$ cat src/rtl/fft_ctrl_pkg.sv
// Shared definitions for the FFT burst controller: FSM encoding, default widths
// and the legal FFT size range.
package fft_ctrl_pkg;

  localparam int unsigned PWIDTH_DEF = 11;
  localparam int unsigned BWIDTH_DEF = 10;
  localparam int unsigned MIN_POINT  = 8;
  localparam int unsigned MAX_POINT  = 1024;

  typedef enum logic [1:0] {
    StIdle  = 2'd0,
    StRun   = 2'd1,
    StDrain = 2'd2,
    StDone  = 2'd3
  } state_e;

  // True when p is a power of two within [MIN_POINT, MAX_POINT].
  function automatic logic point_ok(input int unsigned p);
    return (p >= MIN_POINT) && (p <= MAX_POINT) && ((p & (p - 32'd1)) == 32'd0);
  endfunction

endpackage

$ cat src/rtl/fft_frame_cnt.sv
// Beat counter that wraps at point-1 and counts completed frames; flags the
// last beat of a frame and the beat that completes the whole burst.
module fft_frame_cnt
  import fft_ctrl_pkg::*;
#(
  parameter int unsigned PWIDTH = PWIDTH_DEF,
  parameter int unsigned BWIDTH = BWIDTH_DEF
) (
  input  logic              clk,
  input  logic              reset,
  input  logic              clr,
  input  logic              beat,
  input  logic [PWIDTH-1:0] point,
  input  logic [BWIDTH-1:0] burst,
  output logic              last,
  output logic              frame_done
);

  localparam logic [PWIDTH-1:0] POne = PWIDTH'(1);
  localparam logic [BWIDTH-1:0] BOne = BWIDTH'(1);

  logic [PWIDTH-1:0] beat_q, beat_d;
  logic [BWIDTH-1:0] frame_q, frame_d;

  assign last = (beat_q == point - POne);
  // Asserted on the beat that closes the final frame of the burst.
  assign frame_done = beat & last & (frame_q == burst - BOne);

  // Next-state: clear on a new burst, otherwise advance on each accepted beat.
  always_comb begin
    beat_d  = beat_q;
    frame_d = frame_q;
    if (clr) begin
      beat_d  = '0;
      frame_d = '0;
    end else if (beat) begin
      if (last) begin
        beat_d  = '0;
        frame_d = frame_q + BOne;
      end else begin
        beat_d = beat_q + POne;
      end
    end
  end

  // Counter registers.
  always_ff @(posedge clk) begin
    if (reset) begin
      beat_q  <= '0;
      frame_q <= '0;
    end else begin
      beat_q  <= beat_d;
      frame_q <= frame_d;
    end
  end

endmodule

$ cat src/rtl/fft_burst_ctrl.sv
// Burst controller for an FFT core: latches the transform configuration on a
// start edge, gates the input/output AXI-stream handshakes per state, counts
// beats and frames on each side and generates m_axis_tlast and status flags.
module fft_burst_ctrl
  import fft_ctrl_pkg::*;
#(
  parameter int unsigned PWIDTH = PWIDTH_DEF,
  parameter int unsigned BWIDTH = BWIDTH_DEF
) (
  input  logic              clk,
  input  logic              reset,
  input  logic              i_start,
  input  logic [PWIDTH-1:0] i_point,
  input  logic              i_inverse,
  input  logic [BWIDTH-1:0] i_burst,
  output logic [PWIDTH-1:0] o_cfg_point,
  output logic              o_cfg_inverse,
  input  logic              s_axis_tvalid,
  output logic              s_axis_tready,
  input  logic              s_axis_tlast,
  output logic              c_in_tvalid,
  input  logic              c_in_tready,
  input  logic              c_out_tvalid,
  output logic              c_out_tready,
  output logic              m_axis_tvalid,
  input  logic              m_axis_tready,
  output logic              m_axis_tlast,
  output logic              o_busy,
  output logic              o_done,
  output logic              o_tlast_err
);

  localparam logic [BWIDTH-1:0] BOne = BWIDTH'(1);

  state_e            state_q, state_d;
  logic              start_q;
  logic              start_edge;
  logic [PWIDTH-1:0] point_q, point_d;
  logic              inverse_q, inverse_d;
  logic [BWIDTH-1:0] burst_q, burst_d;
  logic              err_q, err_d;
  logic              err_pulse_q, err_pulse_d;
  logic              cnt_clr;
  logic              in_fire, out_fire;
  logic              in_last, out_last;
  logic              in_burst_done, out_burst_done;

  assign start_edge = i_start & ~start_q;

  assign in_fire  = c_in_tvalid & c_in_tready;
  assign out_fire = m_axis_tvalid & m_axis_tready;

  fft_frame_cnt #(
    .PWIDTH(PWIDTH),
    .BWIDTH(BWIDTH)
  ) u_in_cnt (
    .clk       (clk),
    .reset     (reset),
    .clr       (cnt_clr),
    .beat      (in_fire),
    .point     (point_q),
    .burst     (burst_q),
    .last      (in_last),
    .frame_done(in_burst_done)
  );

  fft_frame_cnt #(
    .PWIDTH(PWIDTH),
    .BWIDTH(BWIDTH)
  ) u_out_cnt (
    .clk       (clk),
    .reset     (reset),
    .clr       (cnt_clr),
    .beat      (out_fire),
    .point     (point_q),
    .burst     (burst_q),
    .last      (out_last),
    .frame_done(out_burst_done)
  );

  // Handshake gating: input path open only in RUN, output path in RUN and DRAIN.
  always_comb begin
    s_axis_tready = 1'b0;
    c_in_tvalid   = 1'b0;
    m_axis_tvalid = 1'b0;
    c_out_tready  = 1'b0;
    if (state_q == StRun) begin
      s_axis_tready = c_in_tready;
      c_in_tvalid   = s_axis_tvalid;
    end
    if ((state_q == StRun) || (state_q == StDrain)) begin
      m_axis_tvalid = c_out_tvalid;
      c_out_tready  = m_axis_tready;
    end
  end

  assign m_axis_tlast  = m_axis_tvalid & out_last;
  assign o_cfg_point   = point_q;
  assign o_cfg_inverse = inverse_q;
  assign o_busy        = (state_q == StRun) || (state_q == StDrain);
  assign o_done        = (state_q == StDone);
  // Sticky tlast mismatch, or a one-cycle flag for a rejected FFT size.
  assign o_tlast_err   = err_q | err_pulse_q;

  // FSM next-state, configuration latch and error tracking.
  always_comb begin
    state_d     = state_q;
    point_d     = point_q;
    inverse_d   = inverse_q;
    burst_d     = burst_q;
    err_d       = err_q;
    err_pulse_d = 1'b0;
    cnt_clr     = 1'b0;
    unique case (state_q)
      StIdle: begin
        if (start_edge) begin
          if (point_ok(32'(i_point))) begin
            point_d   = i_point;
            inverse_d = i_inverse;
            burst_d   = (i_burst == '0) ? BOne : i_burst;
            err_d     = 1'b0;
            cnt_clr   = 1'b1;
            state_d   = StRun;
          end else begin
            err_pulse_d = 1'b1;
          end
        end
      end
      StRun: begin
        // Output completion is checked first so both sides finishing together ends the burst.
        if (out_burst_done) begin
          state_d = StDone;
        end else if (in_burst_done) begin
          state_d = StDrain;
        end
        if (in_fire && (s_axis_tlast != in_last)) begin
          err_d = 1'b1;
        end
      end
      StDrain: begin
        if (out_burst_done) begin
          state_d = StDone;
        end
      end
      StDone: begin
        state_d = StIdle;
      end
      default: begin
        state_d = StIdle;
      end
    endcase
  end

  // State, start-edge and configuration registers.
  always_ff @(posedge clk) begin
    if (reset) begin
      state_q     <= StIdle;
      start_q     <= 1'b0;
      point_q     <= '0;
      inverse_q   <= 1'b0;
      burst_q     <= '0;
      err_q       <= 1'b0;
      err_pulse_q <= 1'b0;
    end else begin
      state_q     <= state_d;
      start_q     <= i_start;
      point_q     <= point_d;
      inverse_q   <= inverse_d;
      burst_q     <= burst_d;
      err_q       <= err_d;
      err_pulse_q <= err_pulse_d;
    end
  end

endmodule
$ cat config.mk
export PLATFORM = sky130hd
export DESIGN_NAME = fft_burst_ctrl
export DESIGN_NICKNAME = d
export VERILOG_FILES = /design/src/rtl/fft_ctrl_pkg.sv /design/src/rtl/fft_frame_cnt.sv /design/src/rtl/fft_burst_ctrl.sv
export SDC_FILE = /design/constraint.sdc
export NUM_CORES = 1
export LEC_CHECK = 0
export CAP_MARGIN = 20
export CORE_MARGIN = 2
export CORE_UTILIZATION = 45
export DETAILED_ROUTE_END_ITERATION = 7
export GPL_TIMING_DRIVEN = 0
export PLACE_DENSITY = 0.66
export SYNTH_ARGS = -nofsm -noshare
export SYNTH_HDL_FRONTEND = slang
export SYNTH_HIERARCHICAL = 1
export SYNTH_SLANG_ARGS = --single-unit
$ cat constraint.sdc
create_clock -name clk -period 3.5 [get_ports clk]
set_input_delay 0.7 -clock clk [delete_from_list [all_inputs] [get_ports clk]]
set_output_delay 0.7 -clock clk [all_outputs]
set_load 0.005 [all_outputs]
* Yosys cells after proc, flatten, opt, wreduce, memory -nomap -nowiden
Cells that the tools add are included.
** Word-level totals
- Word-level logic and storage cells :: 82
- Input bits :: 30
- Register bits after elaboration :: 69
- Output and inout bits :: 20
** Cells by class
- Reductions and logical operators :: 15
- Magnitude comparators :: 2
- Bitwise operators :: 13
- Equality and inequality tests :: 13
- Mux-type cells :: 21
- $add $sub $neg :: 7
** Operators by type and width (number)
- AND 11 x 32 -> 32 bit :: 1
- logical NOT 32 bit :: 1
- adder 11 x 1 -> 11 bit, second input constant :: 2
- equality test 11 bit :: 2
- two-way mux 11 bit :: 2
- adder 10 x 1 -> 10 bit, second input constant :: 2
- equality test 10 bit :: 2
- subtractor 11 x 1 -> 12 bit, second input constant :: 1
- greater-or-equal comparator 11 x 4 -> 1 bit, second input constant :: 1
- <= comparator 11 bit, second input constant :: 1
- two-way mux 1 bit :: 11
- subtractor 11 x 1 -> 11 bit, second input constant :: 1
- logical NOT 10 bit :: 1
- two-way mux 10 bit :: 1
- two-way mux 2 bit :: 5
- subtractor 10 x 1 -> 10 bit, second input constant :: 1
- AND 1 bit :: 8
- case mux 2 bit (4 select lines) :: 1
- AND reduction 4 bit :: 2
- != test 2 bit, second input constant :: 3
- equality test 2 bit, second input constant :: 2
- AND reduction 2 bit :: 2
- logical AND 1 bit :: 3
- != test 3 bit, second input constant :: 1
- 12 further kinds :: 14

* Logic depth before layout (Yosys ltp)
Gate-level depths: netlist of run 1.
- Word-level depth :: 8
- Gate-level depth with buffers :: 13
- Gate-level depth less buffers :: 13

* Hierarchy
The synthesis of run 1 kept the hierarchy.
** By module, submodules not included
- fft_frame_cnt :: instances 2, cells each 229, area an instance 1798.0 um^2, seq. area each 420.4 um^2
- fft_burst_ctrl :: instances 1, cells each 133, area an instance 1311.3 um^2, seq. area each 540.5 um^2

* Worst setup path after synthesis of run 1
Ideal clock, no wire load.
- Path kind :: register to register
- Start :: reg point_q[2] (netlist: o_cfg_point[2])
- End :: reg state_q[0]
- Clock period less this slack :: 3.052 ns
- Data arrival time :: 2.956 ns
- Path buffers :: 1
- Library setup time :: 0.095 ns
- Data required time :: 3.405 ns
- Path slack :: 0.448 ns
- Cell stages (with the launch flop) :: 13
- Cells stage by stage :: dfxtp_1 -> buf_6 -> or4_4 -> or3_1 -> a211oi_2 -> nand3_2 -> nor4b_4 -> o2111a_1 -> nand2b_1 -> a21oi_1 -> nor2_1 -> a21oi_1 -> a221oi_1
** Between the ends
- Longest elaborated chain between the ends :: 6
- Elaborated cells between the ends (all ways) :: 12
- Classes of those cells :: 1 x add/sub; 4 x eq/ne; 2 x mux; 4 x bitwise; 1 x reduce/logical
** Ends and longest elaborated chain
- start: declaration :: RTL line fft_burst_ctrl.sv:38 : logic [PWIDTH-1:0] point_q, point_d;
- start signal: assignment :: RTL line fft_burst_ctrl.sv:167 : point_q <= point_d;
- subtractor 11 x 1 -> 11 bit :: RTL line fft_frame_cnt.sv:25 : assign last = (beat_q == point - POne);
- equality test 11 bit :: RTL line fft_frame_cnt.sv:25
- AND 1 bit (2 in series) :: RTL line fft_frame_cnt.sv:27 : assign frame_done = beat & last & (frame_q == burst - BOne);
- net in_burst_done :: RTL line fft_burst_ctrl.sv:46 : logic in_burst_done, out_burst_done;
- != test 3 bit (no line)
- AND reduction 4 bit (no line)
- end signal: assignment :: RTL line fft_burst_ctrl.sv:157 : state_q <= StIdle;
- end signal: assignment :: RTL line fft_burst_ctrl.sv:165 : state_q <= state_d;
- end: declaration :: RTL line fft_burst_ctrl.sv:35 : state_e state_q, state_d;
The timed path passes the listed nets, and every way through them passes these cells.
A chain may end at the register's enable or synchronous reset.

* Final worst setup path of run 1
- Start :: reg point_q[2] (netlist: o_cfg_point[2])
- End :: out m_axis_tlast
** Between the ends
- Longest elaborated chain between the ends :: 3
** Ends and longest elaborated chain
- subtractor 11 x 1 -> 11 bit :: RTL line fft_frame_cnt.sv:25
- equality test 11 bit :: RTL line fft_frame_cnt.sv:25
- net out_last :: RTL line fft_burst_ctrl.sv:45 : logic in_last, out_last;
- AND 1 bit :: RTL line fft_burst_ctrl.sv:97 : assign m_axis_tlast = m_axis_tvalid & out_last;
- end: declaration :: RTL line fft_burst_ctrl.sv:27 : output logic m_axis_tlast,
The timed path passes the listed nets, and every way through them passes these cells.

==> results of run 1 <==
==> flip-flops by register name, indices dropped and copies added (netlist names) <==
| name | cells |
|---|---|
| burst_q | 10 |
| err_pulse_q | 1 |
| err_q | 1 |
| o_cfg_inverse | 1 |
| o_cfg_point | 11 |
| start_q | 1 |
| state_q | 2 |
| u_in_cnt/beat_q | 11 |
| u_in_cnt/frame_q | 10 |
| u_out_cnt/beat_q | 11 |
| u_out_cnt/frame_q | 10 |
==> worst paths after layout <==
kind	start	to	slack [ns]
min reg2reg	u_out_cnt/frame_q[9]$_SDFFE_PP0P_	u_out_cnt/frame_q[9]$_SDFFE_PP0P_	0.49
max	o_cfg_point[2]$_SDFFE_PP0P_	m_axis_tlast	0.11
max reg2reg	o_cfg_point[2]$_SDFFE_PP0P_	state_q[0]$_SDFFE_PP0P_	0.33
min	u_out_cnt/frame_q[9]$_SDFFE_PP0P_	u_out_cnt/frame_q[9]$_SDFFE_PP0P_	0.49
==> layout make-up <==
| type | count | area share |
|---|---|---|
| tap | 140 | 0.0296 |
| clock inverter | 6 | 0.0146 |
| sequential | 69 | 0.234 |
| clock buffer | 10 | 0.0232 |
| buffer | 29 | 0.0272 |
| timing repair buffer | 60 | 0.0965 |
| inverter | 23 | 0.0146 |
| multi-input combinational | 470 | 0.560 |
==> worst max-delay path: cells and delay by family, from the launching register on <==
family,cells,cell delay [ns]
AOI/OAI and AO/OA,1,0.28
buffers and inverters,2,0.37
DFF,1,0.35
and+or+nand+nor,5,1.35
==> synthesized netlist by cell type, types with 11 or more instances <==
library cell,number
dfxtp_1,69
nor4_1,21
nand3_1,11
mux2i_1,31
clkbuf_1,17
ha_1,12
nand2b_1,18
nor3_1,43
xor2_1,31
or3_1,30
nand4_1,15
xnor2_1,32
nand2_1,34
inv_1,23
nor2_1,43
a21oi_1,17
==> routing by layer <==
metal,wire (um),global-route usage,up-vias
met5,0,0,-
met4,129,0.0632,0
met3,455,0.0356,17
met2,6400,0.398,78
met1,5810,0.279,2203
li1,-,-,2313
==> power by group through the flow <==
| stage | clock network [W] | logic (W) | registers (W) |
|---|---|---|---|
| 6_report | 0.000752 | 0.000187 | 0.000800 |
| 2_1_floorplan | 0 | 0.0000961 | 0.000816 |
| 3_5_place_dp | 0 | 0.000187 | 0.000818 |
| 3_3_place_gp | 0 | 0.000183 | 0.000818 |
| 5_1_grt | 0.000794 | 0.000206 | 0.000802 |
| 4_1_cts | 0.000771 | 0.000188 | 0.000800 |
==> cells in the final DEF, fill, tap and decap left out, types with 19 or more instances in the layout <==
cell and instances:
dfxtp_1 64, clkdlybuf4s50_1 48, nor2_1 43, nor3_1 40, nand2_1 34, xnor2_1 32, mux2i_1 31, xor2_1 31
or3_1 30, inv_1 23, nor4_1 19
==> through the flow <==
stage          power, W  worst slack, ns  area (sq um)
2_1_floorplan  0.000912            0.448          4910
3_3_place_gp    0.00100           -0.294          5570
3_5_place_dp    0.00100           -0.337          5570
4_1_cts         0.00176          0.00704          5880
5_1_grt         0.00180          0.00199          5920
6_report        0.00174            0.114          5920
==> what timing repair did <==
action,4_1_cts,5_1_grt
pin swaps,5,6
endpoints found under the setup margin,3,7
hold endpoints to repair,0,0
resized for setup,13,2
setup buffers,5,6
==> cells by family after synthesis <==
logic type      Yosys count
simple gates            272
xor+xnor                 63
fa+ha+maj                13
compound gates           90
buf+inv                  52
flops                    69
mux                      32
==> impl_results.md, run 1 <==
* Logic pwr share at 0.108
* Via count at ~4,600
* Multiplexer share of the synthesized area at 0.0655
* First drt pass iteration count at 4
* Worst path max stage delay at 0.49 ns
* Hold WC Path Type: flop to flop
* Clock skew at 0.0124 ns
* Area of the multi-input gates at ~3300 sq um
* Post-synth EDFFs at 0
* Main combinational cell family by area after synthesis: simple AND/OR/NAND/NOR gates
* P_sw at approximately 0.00043 W
* Power Dens Cells at about 290 nW/um^2
* DRC at 0
* RSZ-0062 raised after global routing: false
* Post-synth top area share at 0.281
* Fin nets at 704
* PortBufs at 49
* CTS tree: built
* Crit share post-route at 0.968
* Post-placement cell count at 780
* Hold buffers post-CTS at 0
* Compound-gate portion of the synthesized area at 0.142
* Outcome: completed
* CP Cell Sequence: buf_6 > or4_4 > or3_1 > a211oi_2 > nand3_2 > nor3_2 > and3_1 > dlygate4sd2_1
* Worst EP required at 2.80 ns
* Leakage Power at roughly 2.2 nW
* Fillcell total at between 1,000 and 1,500
* Crit path kind: flop to output port
* Gr ovfl total at 0
* Clock power frac at 0.432
* Part of the power in registers at 0.460
* Initial antenna violation count at 0
* Cell count after synthesis at 591
* Slowest CP cell: or4_4
* Core area at roughly 11,000 sq um
* Fin cells at around 810
* Post-synth top area cell: dfxtp_1
* Worst Setup End Kind: output port
* Worst-margin pin slew at between 0.6 and 0.7 ns
* Clock root cell: clkbuf_8
* Sequential fraction of the synthesis area at 0.281
* Synth Cell Area at roughly 4900 sq um
* Drt initial violations at roughly 240
* Post-synth top flop: dfxtp_1
* Placed wire-length estimate at roughly 9100 um
* Synth Warn # at 6
* Routed len/inst at about 16 um
* Post-Syn Area per Cell at approximately 8.3 sq um
* TritonCTS buffer count at 9
* Register cell area after layout at 1390 sq um
* Ports at 50
* Max Root-Sink Buffers at 2
* Chip Height at 108 um
* Largest net degree at the start of global routing at 28
* Min Tclk post-route at roughly 3.4 ns
* Number of cells on the worst reg-to-reg path at 12
* FFs w/ async S/R, synth at 0
* Post-Synth XOR/XNOR Area at 0.112
* Hold depth at 2
* Clock latency on the worst-skew pair at between 0.3 and 0.4 ns
* Max_cap viols at 0
* First-pass GRT wire length at between 20,000 and 25,000 um
* Detail Route Antenna Nets at 0
* Synth cell types at roughly 60
* Final hold violation count at 0
* Diode count at 0
* Final setup fails at 0
* Setup TNS at 0 ns
* Starting Density at 0.457
* GRT Total Usage at 0.224
* Max-slew violation count at 0
* Arr. time, crit path at around 2.7 ns
* # clock sinks at between 60 and 70
* Die area at between 10,000 and 15,000 sq um
* VDD IR max at approximately 170 uV
* Gpl congestion at 0.914
* DR vias/cell at 5.71
* Layout cell share with drive strength beyond 1 at 0.111
* Largest cells by area after synthesis: dfxtp_1 (28%), mux2i_1 (6.3%), xnor2_1 (5.7%)
* Final hold slack at 0.486 ns
* Type of origin of the critical path: flop
* Simple-Gate Fraction of Synth Area at 0.316
* Worst slew margin at 0.545
* Switching Fraction at 0.247
* Fmax at 0.295 GHz
* Chip width at ~110 um
* Layout area overhead at 20.7%
* Final WL at 12,800 um
* Reg clk slew, reported paths at about 0.080 ns
* Max FO, Critical Path at 8
* Vias in the first global route at ~4,500
* Post-layout util at 0.551
* Internal cell power at about 0.0013 W
* Row count at 38
* Syn_nets at 633
* Post-Synth Adder-Cell Area at 0.0326
* Post-synthesis sequential element count at 69
* Htree depth at 3
No activity file was read; power rests on OpenSTA's default activity.
==> run 2, diff against run 1 <==
--- a/config.mk
+++ b/config.mk
@@ -7,10 +7,10 @@
 export LEC_CHECK = 0
 export CAP_MARGIN = 20
 export CORE_MARGIN = 2
-export CORE_UTILIZATION = 45
+export CORE_UTILIZATION = 58
 export DETAILED_ROUTE_END_ITERATION = 7
 export GPL_TIMING_DRIVEN = 0
-export PLACE_DENSITY = 0.66
+export PLACE_DENSITY = 0.81
 export SYNTH_ARGS = -nofsm -noshare
 export SYNTH_HDL_FRONTEND = slang
 export SYNTH_HIERARCHICAL = 1
==> run 2 against run 1 <==
Design area up 0.19%. Fmax down 0.33%. Wire length up 1.9%.
==> impl_results.md, run 2 (synthesis gave the netlist of run 1 again) <==
* Crit share post-route at 0.971 (+0.00317)
* Cell area after layout at 5930 sq um (+0.19%)
* Hold buffers post-CTS at 0 (unchanged)
* Largest net degree at the start of global routing at 28 (unchanged)
* Final hold violation count at 0 (unchanged)
* Commonest non-fill, non-tap cell in the layout: dfxtp_1
* Drt initial violations at 283 (+17%)
* Setup WS pre-CTS at -0.296 ns (+0.0406 ns)
* DR vias/cell at 6.24 (+9.2%)
* Gpl congestion at 0.879 (-3.8%)
* Starting Density at 0.597 (+0.141)
* Chip width at 96.0 um (-11%)
* CP Cell Sequence: buf_6 > nor4_1 > a21boi_0 > o21a_1 > nor3_2 > nor3_2 > and3_1 > dlygate4sd2_1
* Core area at 8220 sq um (-24%)
* Max_cap viols at 0 (unchanged)
* Worst Setup End Kind: output port
* Area of the multi-input gates at 3330 sq um (+0.49%)
* Clock skew at 0.0104 ns (-0.00202 ns)
* Vias in the first global route at 4,618 (+3.5%)
* # clock sinks at 69 (unchanged)
* Max-slew violation count at 0 (unchanged)
* Final setup fails at 0 (unchanged)
* RSZ-0062 raised after global routing: false
* Min Tclk post-route at 3.40 ns (+0.0111 ns)
* First drt pass iteration count at 5 (+1)
* Ports at 50 (unchanged)
* Commonest cells after routing, fill and taps aside: dfxtp_1 (64), clkdlybuf4s50_1 (48), nor2_1 (42)
* Row count at 33 (-13%)
* Worst slew margin at 0.466 (-0.0792)
* Layout area overhead at 20.9%
* Chip Height at 96.0 um (-11%)
* Worst-margin pin slew at 0.799 ns (+0.116 ns)
* Max FO, Critical Path at 8 (unchanged)
* Leakage Power at 2.24 nW (+1.1%)
* Slowest CP cell: nor4_1
* Power Dens Cells at 317 nW/um^2 (+7.9%)
* Via count at 4,805 (+4.2%)
* Register cell area after layout at 1390 sq um (unchanged)
* Type of origin of the critical path: flop
* Reg clk slew, reported paths at 0.08 ns (about the same)
* Diode count at 0 (unchanged)
* Routed len/inst at 16.9 um (+6.8%)
* Worst path max stage delay at 0.45 ns (-0.04 ns)
* Layout cell share with drive strength beyond 1 at 0.111 (+0.000334)
* Final worst slack at 0.103 ns (-0.0111 ns)
* Placed instance area at 5530 sq um (-0.79%)
* Initial antenna violation count at 0 (unchanged)
* VDD IR max at 281 uV (+65%)
* Gr ovfl total at 0 (unchanged)
* Clock root cell: clkbuf_8
* Worst EP required at 2.80 ns (about the same)
* Arr. time, crit path at 2.70 ns (about the same)
* Fin nets at 702 (-0.28%)
* CTS tree: built
* Crit path kind: flop to output port
* Hold WC Path Type: flop to flop
* Final WL at 13,000 um (+1.9%)
* Outcome: completed
* Setup TNS at 0 ns (unchanged)
* Fmax at 0.294 GHz (-0.33%)
* Placed wire-length estimate at 9020 um (-1.2%)
* Detail Route Antenna Nets at 0 (unchanged)
* Clock latency on the worst-skew pair at 0.36 ns (about the same)
* First-pass GRT wire length at 21,000 um (-0.68%)
* Fillcell total at 647 (-36%)
* Final hold slack at 0.502 ns (+0.0156 ns)
* Most frequent CP cell: nor3_2
* Htree depth at 3 (unchanged)
* GRT Total Usage at 0.288 (+0.0644)
* Max Root-Sink Buffers at 2 (unchanged)
* TritonCTS buffer count at 9 (unchanged)
* Die area at 9210 sq um (-22%)
* PortBufs at 49 (unchanged)
* DRC at 0 (unchanged)
[run 2: per-layer routing]
metal / vias to the layer above / share of wire / track usage
met2: 149 / 0.51 / 0.519
li1: 2313 / - / -
met3: 24 / 0.052 / 0.0556
met5: - / 0 / 0
met1: 2319 / 0.42 / 0.333
met4: 0 / 0.016 / 0.117
[run 2: repair_timing]
action	in CTS	in global routing
pin swaps	6	4
buffers inserted	5	5
setup endpoints to repair	2	8
resized for setup	15	2
[run 2: area by class of cell]
class / count / area share
Inverter: 23 / 0.0145
Sequential cell: 69 / 0.234
Buffer: 28 / 0.0270
Clock inverter: 6 / 0.0226
Clock buffer: 10 / 0.0232
Multi-Input combinational cell: 470 / 0.562
Tap cell: 105 / 0.0221
Timing Repair Buffer: 59 / 0.0951
[run 2: critical path, delay by kind of cell (launching register included)]
| family | cells | cell delay (ns) |
|---|---|---|
| AND/OR/NAND/NOR | 4 | 1.04 |
| AO/OA/AOI/OAI | 2 | 0.56 |
| buffers and inverters | 2 | 0.40 |
| flip-flops | 1 | 0.35 |
[run 2: where the power goes]
part	switching [W]	total (W)	internal (W)
registers	0.00000845	0.000800	0.000792
clock network	0.000326	0.000891	0.000565
logic	0.0000906	0.000189	0.0000982
total	0.000425	0.00188	0.00145
[run 2: final timing paths]
check,from,endpoint,slack (ns),cells past startpoint
setup / recovery,o_cfg_point[2]$_SDFFE_PP0P_,m_axis_tlast,0.10,8
hold / removal,u_out_cnt/frame_q[5]$_SDFFE_PP0P_,u_out_cnt/frame_q[5]$_SDFFE_PP0P_,0.50,2
setup reg to reg,o_cfg_point[2]$_SDFFE_PP0P_,state_q[0]$_SDFFE_PP0P_,0.25,12
hold reg to reg,u_out_cnt/frame_q[5]$_SDFFE_PP0P_,u_out_cnt/frame_q[5]$_SDFFE_PP0P_,0.50,2
[run 2: through the flow]
stage / power, W / util / instances
2_1_floorplan: 0.000912 / - / 591
3_3_place_gp: 0.000997 / 0.673 / 745
3_5_place_dp: 0.00100 / 0.673 / 745
4_1_cts: 0.00189 / 0.717 / 766
5_1_grt: 0.00194 / 0.722 / 770
6_report: 0.00188 / 0.722 / 770
